===== src/rtl/bus_pkg.sv =====
// Shared types and constants for the 8051 external-bus responder.
package bus_pkg;

  localparam int unsigned ADDR_W_DEF  = 16;
  localparam int unsigned TIMEOUT_DEF = 15;

  localparam logic MEM_SPACE_CODE  = 1'b0;
  localparam logic MEM_SPACE_XDATA = 1'b1;

  typedef enum logic [2:0] {
    ST_IDLE,
    ST_RD_REQ,
    ST_RD_DRIVE,
    ST_WR_CAPT,
    ST_WR_REQ
  } state_t;

  // One bit per bus strobe; psen/rd/wr are active low, ale active high.
  typedef struct packed {
    logic ale;
    logic psen;
    logic rd;
    logic wr;
  } strobes_t;

  localparam strobes_t STROBES_IDLE = '{ale: 1'b0, psen: 1'b1, rd: 1'b1, wr: 1'b1};

  // True when more than one of the active-low data strobes is asserted.
  function automatic logic multi_low(input logic psen, input logic rd, input logic wr);
    return (!psen && !rd) || (!psen && !wr) || (!rd && !wr);
  endfunction

endpackage


===== src/rtl/bus_edge_sync.sv =====
// Samples the bus strobes once per clock and produces single-cycle fall/rise pulses.
module bus_edge_sync
  import bus_pkg::*;
(
  input  logic     clk,
  input  logic     reset,
  input  strobes_t strobes,
  output strobes_t fall_c,
  output strobes_t rise_c
);

  strobes_t strobes_q;
  logic     armed;

  // armed suppresses edges in the first cycle after reset release.
  always_ff @(posedge clk or negedge reset) begin
    if (!reset) begin
      strobes_q <= STROBES_IDLE;
      armed     <= 1'b0;
    end else begin
      strobes_q <= strobes;
      armed     <= 1'b1;
    end
  end

  assign fall_c = armed ? strobes_t'(strobes_q & ~strobes) : strobes_t'('0);
  assign rise_c = armed ? strobes_t'(~strobes_q & strobes) : strobes_t'('0);

endmodule


===== src/rtl/ext_bus_responder.sv =====
// Slave end of the 8051 ALE/PSEN/RD/WR bus: latches addresses, bridges strobes
// into a req/ack backing-store handshake and drives read data back onto P0.
module ext_bus_responder
  import bus_pkg::*;
#(
  parameter int unsigned ADDR_W    = ADDR_W_DEF,
  parameter int unsigned TIMEOUT   = TIMEOUT_DEF,
  parameter logic [7:0]  IDLE_DATA = 8'hFF
) (
  input  logic              clk,
  input  logic              reset,
  input  logic              ale,
  input  logic              psen,
  input  logic              rd,
  input  logic              wr,
  input  logic [7:0]        p0_in,
  input  logic [7:0]        p2_in,
  output logic [7:0]        p0_out,
  output logic              p0_oe,
  output logic              mem_req,
  output logic              mem_we,
  output logic              mem_space,
  output logic [ADDR_W-1:0] mem_addr,
  output logic [7:0]        mem_wdata,
  input  logic [7:0]        mem_rdata,
  input  logic              mem_ack,
  input  logic              err_clr,
  output logic              bus_err
);

  localparam int unsigned    CNT_W    = 4;
  localparam logic [CNT_W-1:0] TMO_LAST = CNT_W'(TIMEOUT - 1);

  strobes_t         raw_c;
  strobes_t         fall_c;
  strobes_t         rise_c;
  state_t           state;
  logic [7:0]       addr_hi;
  logic [7:0]       addr_lo;
  logic [CNT_W-1:0] tmo_cnt;
  logic             late;
  logic             src_low_c;
  logic             src_rise_c;
  logic             multi_low_c;
  logic             any_fall_c;
  logic             unused_ale_edges;

  assign raw_c = strobes_t'({ale, psen, rd, wr});

  bus_edge_sync u_edge_sync (
    .clk     (clk),
    .reset   (reset),
    .strobes (raw_c),
    .fall_c  (fall_c),
    .rise_c  (rise_c)
  );

  // The address latch is level-driven by ale, so its edges are not needed.
  assign unused_ale_edges = fall_c.ale ^ rise_c.ale;

  // During a read, mem_space identifies which strobe started the access.
  assign src_low_c   = (mem_space == MEM_SPACE_XDATA) ? !rd : !psen;
  assign src_rise_c  = (mem_space == MEM_SPACE_XDATA) ? rise_c.rd : rise_c.psen;
  assign multi_low_c = multi_low(psen, rd, wr);
  assign any_fall_c  = fall_c.psen | fall_c.rd | fall_c.wr;

  // Transparent while ale is high, holds the last address once it falls.
  always_ff @(posedge clk or negedge reset) begin
    if (!reset) begin
      addr_hi <= 8'h00;
      addr_lo <= 8'h00;
    end else if (ale) begin
      addr_hi <= p2_in;
      addr_lo <= p0_in;
    end
  end

  // Access FSM; error sets are written after err_clr so a set wins.
  always_ff @(posedge clk or negedge reset) begin
    if (!reset) begin
      state     <= ST_IDLE;
      p0_out    <= 8'h00;
      p0_oe     <= 1'b0;
      mem_req   <= 1'b0;
      mem_we    <= 1'b0;
      mem_space <= MEM_SPACE_CODE;
      mem_addr  <= '0;
      mem_wdata <= 8'h00;
      bus_err   <= 1'b0;
      tmo_cnt   <= '0;
      late      <= 1'b0;
    end else begin
      if (err_clr) begin
        bus_err <= 1'b0;
      end

      unique case (state)
        ST_IDLE: begin
          p0_oe <= 1'b0;
          if (any_fall_c) begin
            if (multi_low_c) begin
              bus_err <= 1'b1;
            end else if (fall_c.psen || fall_c.rd) begin
              state     <= ST_RD_REQ;
              mem_space <= fall_c.rd ? MEM_SPACE_XDATA : MEM_SPACE_CODE;
              mem_req   <= 1'b1;
              mem_we    <= 1'b0;
              mem_addr  <= ADDR_W'({addr_hi, addr_lo});
              tmo_cnt   <= '0;
              late      <= 1'b0;
            end else begin
              state     <= ST_WR_CAPT;
              mem_wdata <= p0_in;
            end
          end
        end

        ST_RD_REQ: begin
          if (src_rise_c) begin
            late    <= 1'b1;
            bus_err <= 1'b1;
          end
          if (mem_ack) begin
            mem_req <= 1'b0;
            if (late || !src_low_c) begin
              bus_err <= 1'b1;
              state   <= ST_IDLE;
            end else begin
              p0_out <= mem_rdata;
              state  <= ST_RD_DRIVE;
            end
          end else if (tmo_cnt == TMO_LAST) begin
            mem_req <= 1'b0;
            bus_err <= 1'b1;
            if (!late && src_low_c) begin
              p0_out <= IDLE_DATA;
              state  <= ST_RD_DRIVE;
            end else begin
              state <= ST_IDLE;
            end
          end else begin
            tmo_cnt <= tmo_cnt + CNT_W'(1);
          end
        end

        ST_RD_DRIVE: begin
          if (src_low_c) begin
            p0_oe <= 1'b1;
          end else begin
            p0_oe <= 1'b0;
            state <= ST_IDLE;
          end
        end

        ST_WR_CAPT: begin
          if (fall_c.psen) begin
            bus_err <= 1'b1;
          end
          if (rise_c.wr) begin
            state     <= ST_WR_REQ;
            mem_req   <= 1'b1;
            mem_we    <= 1'b1;
            mem_space <= MEM_SPACE_XDATA;
            mem_addr  <= ADDR_W'({addr_hi, addr_lo});
            tmo_cnt   <= '0;
          end else if (!wr) begin
            mem_wdata <= p0_in;
          end
        end

        ST_WR_REQ: begin
          if (fall_c.psen) begin
            bus_err <= 1'b1;
          end
          if (mem_ack) begin
            mem_req <= 1'b0;
            mem_we  <= 1'b0;
            state   <= ST_IDLE;
          end else if (tmo_cnt == TMO_LAST) begin
            mem_req <= 1'b0;
            mem_we  <= 1'b0;
            bus_err <= 1'b1;
            state   <= ST_IDLE;
          end else begin
            tmo_cnt <= tmo_cnt + CNT_W'(1);
          end
        end

        default: begin
          state <= ST_IDLE;
        end
      endcase
    end
  end

endmodule


===== config.mk =====
export PLATFORM = sky130hd
export DESIGN_NAME = ext_bus_responder
export DESIGN_NICKNAME = d
export VERILOG_FILES = /design/src/rtl/bus_pkg.sv /design/src/rtl/bus_edge_sync.sv /design/src/rtl/ext_bus_responder.sv
export SDC_FILE = /design/constraint.sdc
export NUM_CORES = 1
export LEC_CHECK = 0
export CORE_MARGIN = 8
export CORE_UTILIZATION = 53
export CTS_CLUSTER_SIZE = 25
export DETAILED_ROUTE_END_ITERATION = 16
export PLACE_DENSITY = 0.89
export SKIP_CTS_REPAIR_TIMING = 1
export SYNTH_ARGS = -nofsm -noshare
export SYNTH_HDL_FRONTEND = slang
export SYNTH_SLANG_ARGS = --single-unit

===== constraint.sdc =====
create_clock -name clk -period 4.1 [get_ports clk]
set_clock_uncertainty 0.1 [all_clocks]
set_input_delay 0.615 -clock clk [delete_from_list [all_inputs] [get_ports clk]]
set_output_delay 0.615 -clock clk [all_outputs]
set_load 0.005 [all_outputs]

==> flow_summary_export.csv, run 1 <==
group,metric,value,unit
run_status,status,"complete, no violations",
flow_run,maxCapViolations,0,
yosys,synth_edf_count,0,
clock_network,clk_path_buf_depth,2,
cells_and_area,final_layout_size_suffix_gt1_share,22.0,%
clock_network,htreeDepth,3,
die,io_pins,69,
sta,rsz0062_at_grt,"no",
sta,tns,0,ps
setup_path,r2r_start,"state[1]",
yosys,ys_ff_latch,65,
global_routing,first_global_vias,2146,
die,num_rows,27,
placement,place_congestion,0.853,
setup_path,critPathKind,"in -> reg",
die,die_h,89.6,um
drt,vias,2056,
sta,slew_headroom,47.8,%
hold_path,hp-class,"in -> async",
yosys,synth_nets,259,
drt,antenna_left,0,
die,core-area,0.00537,sq mm
die,fp.dieW,89.6,um
setup_path,critPathArrivalTime,2880,ps
yosys,synthTopCellsByArea,"dfrtp_1 (54%), mux2_2 (16%), dfstp_2 (2.7%), o22a_1 (2.4%), o21ai_0 (1.9%)",
setup_path,critPathLaunchType,"input pin",
power,ir_worst_vdd,0.000520,V
power,p_leak,1.55,nW
global_routing,grt_max_degree,35,
setup_path,cp-end-kind,"flip-flop",
setup_path,critical_path.cell_chain,"clkdlybuf4s50_1 -> nor2b_2 -> o21ai_4 -> a41oi_2 -> a2111oi_4 -> mux2_2",
cells_and_area,n_antenna_cell,0,
yosys,async_flop_share,100,%
sta,finalWorstSetupSlack,1350,ps
yosys,yosysTopAreaCell,"dfrtp_1",
setup_path,critPathBufInv,1,
drt,drt_first_pass_iters,4,
sta,holdWs,216,ps
global_routing,track_usage,16.9,%
clock_network,clk_pin_slew_worst_paths,70,ps
global_routing,overflow,0,
yosys,yosys-top-cells-count,"dfrtp_1 (62), mux2_2 (40), o21ai_0 (11), nand2_1 (10), o22a_1 (8)",
clock_network,insertion_delay,350,ps
drt,wirelength,6.26,mm
sta,finalCritPeriodShare,67.1,%
setup_path,worstPathRequired,4230,ps
global_routing,antenna_found_initial,0,
setup_path,critPathTopFamily,"compound AO/OA/AOI/OAI gates",
die,initial_utilization,53.5,%
clock_network,cts_buffers,9,
drt,drt_iter0_markers,129,
cells_and_area,area_growth,31.9,%
yosys,synth.distinct_cells,48,
sta,max_slew.worst_pin.slew,781,ps
placement,post-dp-hpwl,4.52,mm
yosys,avgSynthCellArea,12.8,sq um
clock_network,clkSinkCount,65,
global_routing,grt_pass1_wl,10.1,mm
drt,wl_per_cell,16.8,um
power,power_density,644,mW/mm^2
clock_network,clock-root-buffer,"clkbuf_8",
yosys,synthMostInstantiatedCell,"dfrtp_1",
setup_path,crit_start,"psen",
drt,drc,0,
sta,hold_viol,0,
placement,io_buffers,68,
sta,setup_viol,0,
sta,drv_slew,0,
die,die-area,0.00803,sq mm
sta,layout_min_cycle_time,2750,ps
placement,pre_cts_ws,975,ps
cells_and_area,final_util,70.5,%
setup_path,path_max_fanout,8,
yosys,seq_area_frac_synth,56.8,%
cells_and_area,final_nets,329,
yosys,synthFlopType,"dfrtp_1",
yosys,synth_top_area_share,54.0,%
setup_path,cp_slowest_stage_delay,740,ps
drt,vias_per_cell,5.53,
yosys,syn_area,0.00287,sq mm
yosys,syn_inst,225,
sta,max_freq,363,MHz
clock_network,cts_tree,"done",
yosys,synth-warning-count,0,
setup_path,worst_path_max_delay_cell,"a2111oi_4",
report_power, final:
group / switching, mW / leakage (nW) / internal [mW]
registers: 0.169 / 0.780 / 0.862
clock network: 0.241 / 0.0998 / 0.277
logic: 0.320 / 0.673 / 0.569
flip-flops by register name, summed over array words and instances (netlist names):
register and cells:
tmo_cnt 4, mem_req 1, p0_oe 1, addr_hi 8
mem_addr 16, u_edge_sync.armed 1, bus_err 1, p0_out 8
mem_we 1, late 1, addr_lo 8, mem_wdata 8
state 3, u_edge_sync.strobes_q 3, mem_space 1
cells in the final DEF, fill, tap and decap left out, types with 4 or more instances in the layout:
cell type        count
nor2_1               7
clkdlybuf4s50_1     67
nand2b_1             5
dfrtp_1             62
o21ai_0             11
o22a_1               8
o31ai_1              4
nand2_1             10
clkinv_2             4
a21oi_1              7
clkbuf_8             9
nor2b_1              4
nand3_1              7
mux2_2              40
cell type report:
class,instances,area (sq um)
repair buffers,69,683
fillers,379,1580
multi-input cells,148,1190
inverters,2,7.51
flip-flops and latches,65,1630
clock inverters,6,58.8
well taps,72,90.1
clock buffers,10,128
worst reg2reg max path: cells and delay by family, from the launching register on:
family / cells / cell delay [ps]
AO/OA/AOI/OAI: 2 / 920
flip-flops: 1 / 610
multiplexers: 1 / 410
AND/OR/NAND/NOR: 1 / 310
stage by stage:
stage / power, mW / std cells / cell area [sq um]
2_1_floorplan: 1.43 / 225 / 2870
3_3_place_gp: 1.91 / 356 / 3600
3_5_place_dp: 1.94 / 356 / 3600
4_1_cts: 2.47 / 372 / 3790
5_1_grt: 2.59 / 372 / 3790
6_report: 2.44 / 372 / 3790
final timing paths:
path	endpoint	slack [ps]	cells after the start
min	p0_out[7]	220	1
max	mem_wdata[6]	1350	6
min in group clk	mem_addr[3]	400	1
min reg2reg	mem_addr[3]	400	1
max in group asynchronous	u_edge_sync.strobes_q[1]	2780	2
max reg2reg	mem_wdata[6]	1650	4
cells by family (layout without fill, tap and decap cells):
kind of cell | Yosys count | count (layout) | share of synthesized area, %
DFF | 65 | 65 | 56.8
and+or+nand+nor | 54 | 54 | 10.9
AOI/OAI and AO/OA | 48 | 48 | 12.9
muxes | 42 | 42 | 16.4
buffers and inverters | 12 | 87 | 1.74
adders and majority gates | 3 | 3 | 1.22
other | 1 | 1 | 0.131
metal layers:
layer	part of all wire [%]	global-route usage, %	vias to the layer above
met5	0	0	-
li1	-	-	974
met4	2.1	8.76	0
met3	7.8	6.82	11
met1	43	19.6	1020
met2	47	26.5	51
Power figures use the tool's default switching activity.
==> run 2: changes to the inputs <==
Settings changed: CORE_UTILIZATION 53 to 49, PLACE_DENSITY 0.89 to 0.83.
Clock period 4.1 ns to 2.7 ns, I/O delays scaled along.
==> run 2 against run 1 <==
Against the previous run: utilization fell by 2.2 points; power rose by 65%; largest cell class unchanged; critical path type unchanged; setup slack got worse by 910 ps; via count rose by 6.1%; combinational power rose by 61%.
==> flow_summary_export.csv, run 2 (synthesized netlist as in run 1, its figures left out) <==
group,metric,value,unit
cells_and_area,layout_commonest_cell,"clkdlybuf4s50_1",
drt,antenna_left,0,
power,switching_share,29.2,%
global_routing,grt_pass1_wl,11.4,mm
placement,place_congestion,0.907,
clock_network,clock-root-buffer,"clkbuf_8",
sta,tns,0,ps
sta,max_slew.worst_pin.slew,728,ps
drt,vias,2182,
drt,drc,0,
cells_and_area,area_growth,37.6,%
placement,dpl.cell_count,368,
setup_path,path_max_fanout,8,
sta,finalWorstSetupSlack,437,ps
global_routing,track_usage,17.0,%
cells_and_area,ff_latch_area,0.00163,sq mm
clock_network,clkSinkCount,65,
sta,slew_headroom,51.4,%
setup_path,worstPathRequired,2820,ps
cells_and_area,final_layout_size_suffix_gt1_share,24.6,%
drt,drt_iter0_markers,142,
die,core-area,0.00578,sq mm
drt,wl_per_cell,18.2,um
global_routing,overflow,0,
flow_run,maxCapViolations,0,
drt,wl_met1,2.72,mm
clock_network,clk_path_buf_depth,2,
sta,max_freq,442,MHz
cells_and_area,final_cell_mix,"clkdlybuf4s50_1 (67), dfrtp_1 (62), mux2_2 (40), o21ai_0 (11)",
die,fp.dieW,92.6,um
die,die_h,92.6,um
drt,top_layer,"met4",
setup_path,critPathKind,"in -> reg",
power,p_leak,1.63,nW
die,initial_utilization,49.7,%
sta,layout_min_cycle_time,2260,ps
power,power_density,1020,mW/mm^2
placement,post-dp-hpwl,4.97,mm
cells_and_area,n_antenna_cell,0,
cells_and_area,final_nets,338,
drt,route.met2.wl,3.44,mm
cells_and_area,multi_input_area,0.00119,sq mm
clock_network,htreeDepth,3,
placement,io_buffers,68,
global_routing,antenna_found_initial,0,
setup_path,critPathLaunchType,"input pin",
power,seq_power_share,39.0,%
sta,hold_viol,0,
cells_and_area,fillCellCount,409,
setup_path,cp-end-kind,"flip-flop",
die,die-area,0.00857,sq mm
run_status,status,"complete, no violations",
sta,finalCritPeriodShare,83.8,%
sta,setup_viol,0,
placement,pre_cts_ws,69.1,ps
setup_path,critPathArrivalTime,2390,ps
cells_and_area,largest_register_ffs,16,
power,switching_power,1.17,mW
sta,drv_slew,0,
global_routing,grt_max_degree,35,
clock_network,cts_buffers,9,
clock_network,cts_tree,"done",
clock_network,clk_pin_slew_worst_paths,70,ps
power,clkPwrFrac,25.5,%
global_routing,first_global_vias,2351,
drt,drt_first_pass_iters,4,
die,num_rows,28,
hold_path,hp-class,"in -> async",
drt,vias_per_cell,5.68,
cells_and_area,top_register,"mem_addr",
drt,wirelength,6.99,mm
drt,dr_wl_met3,664,um
cells_and_area,fin_cells,384,
clock_network,insertion_delay,340,ps
sta,rsz0062_at_grt,"no",
die,io_pins,69,
power,ir_worst_vdd,0.000664,V
cells_and_area,final_util,68.4,%
power,combPwrFrac,35.6,%
power,power.internal,2.84,mW
-- run 2: worst max-delay path: stages --
cell	delay [ps]
clkdlybuf4s50_1	550
nor2b_1	130
o21ai_4	200
a41oi_2	170
a2111oi_4	340
buf_4	230
mux2_2	360
-- run 2: final cells by class --
class | instances | area share [%]
Tap cell | 75 | 2.37
Timing Repair Buffer | 78 | 19.6
Clock buffer | 10 | 3.48
Sequential cell | 65 | 41.3
Clock inverter | 6 | 2.91
Inverter | 2 | 0.190
Multi-Input combinational cell | 148 | 30.1
-- run 2: final timing paths --
| check | startpoint | end | slack, ps | cells past startpoint |
|---|---|---|---|---|
| max | rd | mem_wdata[4] | 440 | 7 |
| min | reset | addr_lo[1] | 20 | 1 |
| max reg2reg | state[0] | mem_wdata[4] | 460 | 5 |
| min reg2reg | mem_addr[8] | mem_addr[8] | 400 | 1 |
| max in group asynchronous | reset | u_edge_sync.strobes_q[0] | 1780 | 2 |
| min in group clk | mem_addr[8] | mem_addr[8] | 400 | 1 |
-- run 2: power by group through the flow --
stage	clock network (mW)	registers [mW]	logic (mW)
final	1.02	1.56	1.43
after global routing	1.08	1.61	1.55
after CTS	1.04	1.57	1.45
after detailed placement	0	1.57	1.43
after global placement	0	1.56	1.39
after floorplan	0	1.51	0.665
-- run 2: layer usage --
metal	up-vias	GRT usage [%]
met5	-	0
met4	0	10.6
met3	16	7.36
met2	99	27.4
met1	1074	18.1
li1	993	-
-- run 2: metrics by stage --
stage | hold WS [ps] | power (mW) | area [sq um]
finish | 16.6 | 4.02 | 3950
global route | 68.9 | 4.24 | 3950
CTS | 25.2 | 4.05 | 3950
detailed placement | 391 | 3.00 | 3700
global placement | 381 | 2.95 | 3700
floorplan | 9.41 | 2.18 | 2870
